### config.mk
export PLATFORM = sky130hd
export DESIGN_NAME = approx_mac_accum
export DESIGN_NICKNAME = d
export VERILOG_FILES = /design/src/rtl/approx_mac_accum.sv
export SDC_FILE = /design/constraint.sdc
export NUM_CORES = 1
export LEC_CHECK = 0
export BUFFER_PORTS_ARGS = -buffer_cell sky130_fd_sc_hd__buf_2
export CAP_MARGIN = 20
export CORE_UTILIZATION = 45
export DETAILED_ROUTE_END_ITERATION = 8
export HOLD_SLACK_MARGIN = 0.02
export PLACE_DENSITY_LB_ADDON = 0.08
export SYNTH_ARGS = -nofsm -noshare
export SYNTH_HDL_FRONTEND = slang
export SYNTH_SLANG_ARGS = --single-unit
### constraint.sdc
create_clock -name clk -period 5.05 [get_ports clk]
set_input_delay 0.7575 -clock clk [delete_from_list [all_inputs] [get_ports clk]]
set_output_delay 0.7575 -clock clk [all_outputs]
set_load 0.005 [all_outputs]
### src/rtl/approx_mac_accum.sv
// rtl/approx_mac_accum.sv - saturating accumulator for approximate multiplier products
// Sums a last-delimited vector of products and hands the result over a registered valid/ready port.
module approx_mac_accum #(
   parameter int PW = 16,
   parameter int AW = 24,
   parameter int CW = 8
) (
   input  logic          clk,
   input  logic          rst,
   input  logic          in_valid,
   output logic          in_ready,
   input  logic [PW-1:0] in_prod,
   input  logic          in_last,
   output logic          out_valid,
   input  logic          out_ready,
   output logic [AW-1:0] out_sum,
   output logic [CW-1:0] out_count,
   output logic          out_ovf
);

   localparam logic [0:0] ST_IDLE = 1'b0;
   localparam logic [0:0] ST_ACC  = 1'b1;

   logic [0:0]    state_q, state_d;
   logic [AW-1:0] acc_q, acc_d;
   logic [CW-1:0] cnt_q, cnt_d;
   logic          ovf_q, ovf_d;
   logic          out_valid_q, out_valid_d;
   logic [AW-1:0] out_sum_q, out_sum_d;
   logic [CW-1:0] out_count_q, out_count_d;
   logic          out_ovf_q, out_ovf_d;

   logic          in_fire;
   logic          out_fire;
   logic [AW-1:0] acc_base;
   logic [CW-1:0] cnt_base;
   logic          ovf_base;
   logic [AW:0]   sum;
   logic [AW-1:0] acc_n;
   logic [CW-1:0] cnt_n;
   logic          ovf_n;

   assign in_ready = !out_valid_q || out_ready;
   assign in_fire  = in_valid && in_ready;
   assign out_fire = out_valid_q && out_ready;

   // Running state only counts while a vector is open; a fresh vector starts from zero.
   assign acc_base = (state_q == ST_ACC) ? acc_q : '0;
   assign cnt_base = (state_q == ST_ACC) ? cnt_q : '0;
   assign ovf_base = (state_q == ST_ACC) ? ovf_q : 1'b0;

   assign sum   = {1'b0, acc_base} + {{(AW + 1 - PW){1'b0}}, in_prod};
   assign acc_n = sum[AW] ? {AW{1'b1}} : sum[AW-1:0];
   assign cnt_n = (cnt_base == {CW{1'b1}}) ? cnt_base : cnt_base + 1'b1;
   assign ovf_n = ovf_base | sum[AW];

   always_comb begin
      state_d     = state_q;
      acc_d       = acc_q;
      cnt_d       = cnt_q;
      ovf_d       = ovf_q;
      out_valid_d = out_valid_q;
      out_sum_d   = out_sum_q;
      out_count_d = out_count_q;
      out_ovf_d   = out_ovf_q;

      if (out_fire) begin
         out_valid_d = 1'b0;
      end

      if (in_fire) begin
         if (in_last) begin
            out_valid_d = 1'b1;
            out_sum_d   = acc_n;
            out_count_d = cnt_n;
            out_ovf_d   = ovf_n;
            acc_d       = '0;
            cnt_d       = '0;
            ovf_d       = 1'b0;
            state_d     = ST_IDLE;
         end else begin
            acc_d   = acc_n;
            cnt_d   = cnt_n;
            ovf_d   = ovf_n;
            state_d = ST_ACC;
         end
      end
   end

   always_ff @(posedge clk or posedge rst) begin
      if (rst) begin
         state_q     <= ST_IDLE;
         acc_q       <= '0;
         cnt_q       <= '0;
         ovf_q       <= 1'b0;
         out_valid_q <= 1'b0;
         out_sum_q   <= '0;
         out_count_q <= '0;
         out_ovf_q   <= 1'b0;
      end else begin
         state_q     <= state_d;
         acc_q       <= acc_d;
         cnt_q       <= cnt_d;
         ovf_q       <= ovf_d;
         out_valid_q <= out_valid_d;
         out_sum_q   <= out_sum_d;
         out_count_q <= out_count_d;
         out_ovf_q   <= out_ovf_d;
      end
   end

   assign out_valid = out_valid_q;
   assign out_sum   = out_sum_q;
   assign out_count = out_count_q;
   assign out_ovf   = out_ovf_q;

endmodule
* Word level (Yosys, flattened, before mapping)
Cells that the tools add are included.
Storage, ports and cells: word-level logic and storage cells 29, bits of input ports 21, memory bits (writable) 0, bits in latches 0, bits in registers 68, output and inout port bits 35, ROM bits 0, memories kept 0
Operators by class: divide/modulo/power cells 0, shift operators 0, reduce and logical (&&, ||, !) cells 5, $lt $le $gt $ge 0, add/sub/neg operators 2, mux-type cells 12, multipliers 0, bitwise logic cells 1, eq/ne operators 1
Operator list (number):
- 24-bit two-way mux | 3
- 24-bit by 16-bit adder with 25-bit output | 1
- 8-bit two-way mux | 3
- 8-bit by 1-bit adder with 8-bit output (second input constant) | 1
- 8-bit equality test (second input constant) | 1
- 1-bit two-way mux | 6
- 1-bit logical AND | 2
- 2-bit AND reduction | 1
- 1-bit zero test | 1
- 1-bit logical OR | 1
- 1-bit OR | 1

* Depth between registers and ports, before layout
Gate-level depths: netlist of the first run.
word-level depth 4, mapped depth 13, depth with buffers taken out 9

* Worst setup path before layout of the first run
OpenSTA, ideal clock, no wires.
path type reg-to-reg, start reg state_q, end reg out_sum_q[18] (netlist: out_sum[18]), required time 4.924 ns, stages on the path, launching flop included 13, clock period less this slack 3.231 ns, slack 1.819 ns, buffers on the path 3, arrival time 3.105 ns, library setup time 0.126 ns, path through dfrtp_1 > buf_2 > buf_1 > clkbuf_1 > and2_1 > ha_1 > fa_1 > a211oi_2 > nor4_4 > o211ai_2 > a41oi_4 > nand2b_1 > o32a_1
Between the ends: word-level cells in the longest chain between the ends 3
RTL lines:
- start, declared | RTL line 24 | logic [0:0] state_q, state_d;
- start signal, assigned | RTL line 101 | state_q <= state_d;
- 24-bit two-way mux | RTL line 48 | assign acc_base = (state_q == ST_ACC) ? acc_q : '0;
- 24-bit by 16-bit adder with 25-bit output | RTL line 52 | assign sum = {1'b0, acc_base} + {{(AW + 1 - PW){1'b0}}, in_prod};
- 24-bit two-way mux | RTL line 53 | assign acc_n = sum[AW] ? {AW{1'b1}} : sum[AW-1:0];
- end signal, assigned | RTL line 106 | out_sum_q <= out_sum_d;
- end, declared | RTL line 29 | logic [AW-1:0] out_sum_q, out_sum_d;
Every way passes these cells. A chain may end at the register's enable or synchronous reset.

* Final worst setup path of the first run
Same ends and word-level chain as after synthesis.

==> results.toml, run 1 <==
[clock_network]
clk_pin_slew_ps = 70
ctsHtreeMaxLevel = 3
numClockSinks = 68
cts_root_buffer = "clkbuf_8"
clockBufferDepth = 2
cts_hold_buffers = 0
cts_tree = "done"
ctsResizeCount = 0
cts_buffers = 9
clkLatencyLatePin_ps = 350
cts.repair_timing.setup_buffer_count = 0

[sta]
clock-skew-final_ps = 16.6
drv_slew = 0
rsz0062_at_grt = "no"
setup_violations = 0
finalCritPeriodShare_pct = 65.0
tns_ps = 0
worst_pin_slew_ps = 859
hold_viol = 0
whs_ps = 470
relSlewSlack_pct = 42.8
fin_crit_ps = 3280
worst_slack_ps = 1770
fmax_mhz = 305

[setup_path]
max_stage_delay_ps = 540
endpoint = "out_sum[18]"
critical_path.startpoint_type = "flip-flop"
cp.required_ps = 5280
reg2reg_slack_ps = 1770
critPathKind = "reg2reg"
cp_max_fo = 31
cp_slowest_cell = "dfrtp_1"
regToRegStartpoint = "state_q"
crit_path_end_kind = "flip-flop"
cp-startpoint = "state_q"
cp_cell_sequence = "buf_4, and2_1, ha_1, a21oi_1, o2111ai_2, and3_1, o32a_1"
crit_arrival_ps = 3510
r2r_cells = 7
r2r_end = "out_sum[18]"

[cells_and_area]
nets = 563
area_delta_synth_final_pct = 11.3
drive_above_1_share_pct = 16.7
fin_area_sq_um = 4670
post-route-util_pct = 52.5
antenna_cells = 0

[synthesis]
ys_types = 60
yosys.area_share.simple_pct = 22.9
yosysSeqAreaShare_pct = 40.5
synth_top_area_share_pct = 40.5
synth_cells = 483
synthAdderAreaFrac_pct = 5.55
synth_edf_count = 0
yosys.area.top_type = "dfrtp_1"
synth_xor_area_share_pct = 3.76
syn_area_per_cell_sq_um = 8.69
synth_area_leaders = "dfrtp_1 (41%), nand2_1 (7.2%), ha_1 (5.1%), a21oi_1 (4.2%), nor2_1 (3.2%)"
yosysWarnings = 0
ys.flop_type = "dfrtp_1"
synth_nets = 522
ys_ff_latch = 68
synthArstFlopShare_pct = 100
synth.area.mux_share_pct = 1.19
syn_area_sq_um = 4200
synth_compound_area_share_pct = 22.3
synth_top_family_by_area = "simple AND/OR/NAND/NOR gates"

[place]
dp_slack_ps = 1620
place_area_sq_um = 4500
dp_hpwl_microns = 7090
io_buffers = 55
gp_congestion = 0.855

[floorplan]
coreArea_sq_um = 8890
rows = 34
die_h_microns = 98.6
die_x_microns = 98.6
die-area_sq_um = 9720
start_util_pct = 47.2
pin_count = 56

[pwr]
powerDensity_nw_per_um2 = 354
peakVddDrop_uv = 159
p_leak_nw = 2.13

[global_route]
antenna_found_initial = 0
track_usage_pct = 21.9
grt_pass1_wl_microns = 16900
grt_max_degree = 69
overflow = 0
grt_pass1_vias = 3412

[route]
vias_per_cell = 5.74
drc = 0
finalWirelength_microns = 10100
wire_per_inst_microns = 15.8
drt_iter0_markers = 224
ant_nets = 0
vias = 3652
drt_first_pass_iters = 5

[flow_run]
max_cap_viol_count = 0

[status]
outcome = "complete, no violations"

[worst_hold_path]
hp-class = "reg2reg"
-- synthesized netlist by cell type, types with 5 or more instances --
library cell and n:
a211oi_1 5, nand3_1 13, mux2i_1 5, a31oi_1 9
ha_1 17, nand2_1 81, a21oi_1 35, o21ai_1 19
xor2_1 5, clkbuf_1 16, o21ai_0 27, nand2b_1 5
nor3_1 7, dfrtp_1 68, and2_1 21, inv_1 5
nand4_1 9, o211ai_1 9, nor2_1 36, xnor2_1 13
buf_2 7, and3_1 10
-- per-stage QoR --
step / std cells / power (mW)
after floorplan: 483 / 1.10
after global placement: 621 / 1.25
after detailed placement: 621 / 1.26
after CTS: 636 / 1.67
after global routing: 636 / 1.77
final: 636 / 1.65
-- routing by layer --
metal | vias to the layer above | track usage (%) | wire, microns
li1 | 1825 | - | -
met1 | 1724 | 30.6 | 4860
met2 | 89 | 34.4 | 4610
met3 | 14 | 4.47 | 451
met4 | 0 | 6.66 | 154
met5 | - | 0 | 0
-- layout by cell type (no fill, tap or decap), drive strengths merged, types with 6 or more instances in the layout --
cell	Yosys	routed
clkbuf	18	13
a21oi	35	35
nand2	82	82
a31oi	9	9
nand3	14	14
xnor2	13	13
a211oi	6	6
nand4	11	11
nor3	8	8
nor2	37	37
ha	17	17
buf	11	59
o21ai	46	46
and2	21	21
o211ai	11	11
and3	10	10
dfrtp	68	68
-- cell type report --
cell class                 count  area, sq um
multi-input combinational    380         2340
timing repair buffer          59          305
clock buffer                  13          159
tap                          108          135
clock inverter                 2         10.0
sequential                    68         1700
fill                         849         4220
inverter                       6         22.5
-- cell families (layout without fill, tap and decap cells) --
kind of cell,after synthesis,count (layout)
AO/OA/AOI/OAI,143,143
XOR/XNOR,18,18
adder cells (fa/ha/maj),18,18
buffers and inverters,35,80
flip-flops,68,68
multiplexers,5,5
AND/OR/NAND/NOR,196,196
-- critical path, delay by kind of cell, from the launching register on --
family | cells | cell delay, ps
adders and majority gates | 1 | 330
buffers and inverters | 1 | 390
DFF | 1 | 540
AOI/OAI and AO/OA | 3 | 1370
and+or+nand+nor | 2 | 500
-- state kept, by name, indices dropped and copies added (netlist names) --
register and flops:
acc_q 24, out_sum 24, cnt_q 8, out_count 8
out_ovf 1, out_valid 1, ovf_q 1, state_q 1
-- where the power goes --
part,total [mW],switching [mW],internal (mW),leakage [nW]
sequential,0.705,0.0590,0.646,0.875
combinational,0.541,0.323,0.218,1.16
clock,0.409,0.207,0.202,0.0893
total,1.65,0.589,1.07,2.13
-- how the worst min path moves through the flow --
stage / startpoint / to / slack, ps / depth (start not counted)
after CTS: out_count[0] / out_count[0] / 480 / 2
final: out_count[0] / out_count[0] / 470 / 2
after global routing: out_count[0] / out_count[0] / 500 / 2
after floorplan: acc_q[10] / acc_q[10] / 440 / 2
after global placement: out_count[0] / out_count[0] / 450 / 2
after detailed placement: out_count[0] / out_count[0] / 460 / 2
Note: power is estimated with default switching activity, not from simulation.
==> run 2: changes to the inputs <==
==> constraint.sdc (replaced) <==
create_clock -name clk -period 3 [get_ports clk]
set_input_delay 0.45 -clock clk [delete_from_list [all_inputs] [get_ports clk]]
set_output_delay 0.45 -clock clk [all_outputs]
set_load 0.005 [all_outputs]
==> run 2 against run 1 <==
Global-route usage is 0.81 points higher. Non-clock buffer count rose by 11. Critical endpoint unchanged. First-iteration DRC count fell by 15%. Clock skew fell by 6.4 ps. Fmax increased by 18%. Via count increased by 0.68%. Wire length grew 0.89%. Highest routed layer unchanged. Clock power up 72%. Combinational power grew 76%. Cell count grew 1.9%.
==> results.toml, run 2 (same netlist as run 1, synthesis figures left out) <==
[cells_and_area]
mostFrequentLayoutCells = "nand2_1 (81), dfrtp_1 (68), buf_2 (55)"
area_delta_synth_final_pct = 14.6
post-route-util_pct = 54.1
layout_commonest_cell = "nand2_1"
nets = 574
instances_no_fill = 648
antenna_cells = 0
drive_above_1_share_pct = 19.1

[sta]
finalCritPeriodShare_pct = 93.0
hold_viol = 0
rsz0062_at_grt = "no"
relSlewSlack_pct = 49.0
setup_violations = 0
fin_crit_ps = 2790
worst_slack_ps = 210
drv_slew = 0
clock-skew-final_ps = 10.3
worst_pin_slew_ps = 763
fmax_mhz = 358
tns_ps = 0

[pwr]
switchingPower_mw = 1.01
seqPwrFrac_pct = 41.7
peakVddDrop_uv = 316
p_comb_share_pct = 33.5
switching_share_pct = 35.7
clkPwrFrac_pct = 24.8
powerDensity_nw_per_um2 = 591
p_leak_nw = 2.19
p_int_mw = 1.83
power_mw = 2.84

[route]
vias_per_cell = 5.67
ant_nets = 0
drc = 0
drt_iter0_markers = 191
wire_per_inst_microns = 15.7
finalWirelength_microns = 10200
drt_first_pass_iters = 5
vias = 3677

[floorplan]
die_h_microns = 98.6
start_util_pct = 47.2
die-area_sq_um = 9720
pin_count = 56
die_x_microns = 98.6
rows = 34
coreArea_sq_um = 8890

[flow_run]
max_cap_viol_count = 0

[place]
dp_slack_ps = 169
io_buffers = 55
post-place-cells = 631
gp_congestion = 0.857
dp_hpwl_microns = 7520

[clock_network]
cts_hold_buffers = 0
numClockSinks = 68
cts_buffers = 9
cts_root_buffer = "clkbuf_8"
ctsResizeCount = 0
clk_pin_slew_ps = 70
clockBufferDepth = 2
cts_tree = "done"
ctsHtreeMaxLevel = 3
clkLatencyLatePin_ps = 350

[global_route]
track_usage_pct = 22.7
grt_pass1_vias = 3683
overflow = 0
antenna_found_initial = 0
grt_max_degree = 38
grt_pass1_wl_microns = 17600

[setup_path]
crit_arrival_ps = 3020
r2r_cells = 9
crit_path_end_kind = "flip-flop"
critPathTopFamily = "compound AO/OA/AOI/OAI gates"
cp.required_ps = 3230
cp_slowest_cell = "fa_2"
critPathKind = "reg2reg"
cp_max_fo = 17
critical_path.startpoint_type = "flip-flop"
path_buf_inv = 0
reg2reg_slack_ps = 210
cp_cell_sequence = "and2_1, ha_2, fa_2, a211oi_4, nor4_4, o2111ai_2, o2111ai_4, and3_1, o32a_1"
max_stage_delay_ps = 440
r2r_end = "out_sum[18]"
regToRegStartpoint = "state_q"

[worst_hold_path]
hp-class = "in2async"

[status]
outcome = "complete, no violations"
[run 2: final cells by class]
| cell class | count | area [sq um] |
|---|---|---|
| inverters | 6 | 22.5 |
| clock buffers | 13 | 159 |
| clock inverters | 3 | 21.3 |
| repair buffers | 70 | 400 |
| well taps | 108 | 135 |
| multi-input cells | 380 | 2370 |
| fillers | 840 | 4080 |
| flip-flops and latches | 68 | 1700 |
[run 2: what timing repair did]
item / 4_1_cts / 5_1_grt
buffers inserted: 0 / 1
endpoints found under the hold margin: 0 / 0
setup endpoints to repair: 0 / 23
[run 2: worst max-delay path by stage]
stage / from / end / slack, ps / cells after the start
after floorplan: state_q / out_sum[18] / 1 / 12
after global placement: in_prod[0] / out_sum[18] / 220 / 9
after detailed placement: state_q / acc_q[9] / 170 / 10
after CTS: state_q / acc_q[9] / 150 / 10
after global routing: state_q / acc_q[21] / 50 / 9
final: state_q / out_sum[18] / 210 / 9
[run 2: power groups by stage]
| stage | clock, mW | sequential [mW] | combinational [mW] |
|---|---|---|---|
| after CTS | 0.728 | 1.19 | 0.962 |
| final | 0.705 | 1.19 | 0.954 |
| after floorplan | 0 | 1.20 | 0.668 |
| after global routing | 0.758 | 1.21 | 1.09 |
| after detailed placement | 0 | 1.20 | 0.958 |
| after global placement | 0 | 1.20 | 0.953 |
[run 2: per-layer routing]
| metal | share of wire [%] | track usage, % | up-vias |
|---|---|---|---|
| met5 | 0 | 0 | - |
| met4 | 1.4 | 7.81 | 0 |
| met3 | 4.5 | 4.33 | 12 |
| met2 | 45 | 35.7 | 88 |
| met1 | 49 | 31.6 | 1739 |
| li1 | - | - | 1838 |
[run 2: stage by stage]
step / area (sq um) / hold slack [ps]
after floorplan: 4250 / 442
after global placement: 4620 / 451
after detailed placement: 4620 / 454
after CTS: 4800 / 261
after global routing: 4810 / 311
final: 4810 / 235
==> run 3: changes to the inputs <==
==> constraint.sdc (replaced) <==
create_clock -name clk -period 3.5 [get_ports clk]
set_input_delay 0.525 -clock clk [delete_from_list [all_inputs] [get_ports clk]]
set_output_delay 0.525 -clock clk [all_outputs]
set_load 0.01 [all_outputs]
==> run 3 against run 2 <==
Register-to-register slack better by 170 ps. Sequential share of layout area up 0.45 points. Cell count down 0.93%. Non-clock buffer count down 6. Fmax down 11%. Clock power down 1%. Critical path depth unchanged. Power down 10%. Clock skew up 1.1 ps. Utilization down 0.68 points. Sequential power down 14%. Critical path type unchanged.
==> results.toml, run 3 (same netlist as run 1, synthesis figures left out) <==
[pwr]
switching_share_pct = 36.9
p_int_mw = 1.61
switchingPower_uw = 942
clkPwrFrac_pct = 27.4
powerDensity_nw_per_um2 = 538
seqPwrFrac_pct = 39.8
peakVddDrop_uv = 235
p_leak_nw = 2.16
p_comb_share_pct = 32.8

[sta]
clock-skew-final_ps = 11.4
hold_viol = 0
drv_slew = 0
worst_pin_slew_ps = 873
setup_violations = 0
tns_ps = 0
worst_slack_ps = 378
relSlewSlack_pct = 41.8
rsz0062_at_grt = "no"
fmax_mhz = 320
fin_crit_ps = 3120
finalCritPeriodShare_pct = 89.2

[floorplan]
coreArea_sq_um = 8890
die-area_sq_um = 9720
die_h_microns = 98.6
rows = 34
start_util_pct = 47.2
pin_count = 56
die_x_microns = 98.6

[clock_network]
cts_tree = "done"
numClockSinks = 68
cts_buffers = 9
cts_hold_buffers = 0
ctsHtreeMaxLevel = 3
cts_root_buffer = "clkbuf_8"
clk_pin_slew_ps = 90
clockBufferDepth = 2
ctsResizeCount = 0
cts.repair_timing.setup_buffer_count = 0
clkLatencyLatePin_ps = 350

[setup_path]
max_stage_delay_ps = 460
cp.required_ps = 3740
path_depth = 9
cp_max_fo = 17
reg2reg_slack_ps = 380
critPathTopFamily = "compound AO/OA/AOI/OAI gates"
endpoint = "out_sum[18]"
path_buf_inv = 1
cp_cell_sequence = "buf_4, and2_1, fa_1, a211oi_2, nor4_4, o2111ai_2, o2111ai_2, and3_1, o32a_1"
crit_path_end_kind = "flip-flop"
critical_path.startpoint_type = "flip-flop"
r2r_cells = 9
cp-startpoint = "state_q"
cpMostUsedCell = "o2111ai_2"
r2r_end = "out_sum[18]"
cp_slowest_cell = "fa_1"
critPathKind = "reg2reg"
regToRegStartpoint = "state_q"
crit_arrival_ps = 3370

[place]
dp_hpwl_microns = 7500
gp_congestion = 0.866
io_buffers = 55
dp_slack_ps = 317

[global_route]
grt_pass1_wl_microns = 17700
grt_pass1_vias = 3578
track_usage_pct = 23.3
antenna_found_initial = 0
grt_max_degree = 69
overflow = 0

[status]
outcome = "complete, no violations"

[cells_and_area]
fill_cells = 858
multi_input_area_sq_um = 2340
drive_above_1_share_pct = 18.0
nets = 568
area_delta_synth_final_pct = 13.1
layout_commonest_cell = "nand2_1"
mostFrequentLayoutCells = "nand2_1 (81), dfrtp_1 (68), buf_2 (55)"
antenna_cells = 0
post-route-util_pct = 53.4
ff_latch_area_sq_um = 1700

[flow_run]
max_cap_viol_count = 0

[route]
wire_per_inst_microns = 16.5
vias_per_cell = 5.75
drt_iter0_markers = 198
drc = 0
finalWirelength_microns = 10600
vias = 3692
drt_first_pass_iters = 6
ant_nets = 0

[worst_hold_path]
hp-class = "in2async"
==> run 3: worst min-delay path, stage by stage <==
cell   delay, ps
buf_2        100
inv_2         30
buf_4        660
==> run 3: per-stage QoR <==
stage	instance area (sq um)	power, mW	cells	hold WS, ps
after floorplan	4200	1.62	483	442
after global placement	4540	1.85	626	451
after detailed placement	4540	1.87	626	463
after CTS	4750	2.59	642	448
after global routing	4750	2.73	642	501
final	4750	2.55	642	421
==> run 3: power groups by stage <==
stage,Clock [mW],Combinational (mW),Sequential (mW)
after global routing,0.747,0.943,1.04
after floorplan,0,0.556,1.06
after CTS,0.725,0.844,1.02
final,0.698,0.838,1.02
after detailed placement,0,0.839,1.03
after global placement,0,0.823,1.03
==> run 3: layout make-up <==
type                       count  share of cell area, %
clock inverter                 6                   1.50
clock buffer                  10                   2.90
inverter                       6                  0.474
tap                          108                   2.85
timing repair buffer          64                   7.22
multi-input combinational    380                   49.2
sequential                    68                   35.8
==> run 3: worst min-delay path by stage <==
stage	cells past startpoint	endpoint
after floorplan	2	acc_q[10]
after global placement	2	out_count[0]
after detailed placement	2	out_count[0]
after CTS	3	acc_q[6]
after global routing	3	acc_q[7]
final	3	acc_q[3]
==> run 3: layer usage <==
metal,vias to the layer above,routed length [microns],global-route usage [%]
met2,97,5010,38.0
met1,1764,4950,31.7
met4,0,159,6.77
li1,1819,-,-
met5,-,0,0
met3,12,508,4.26
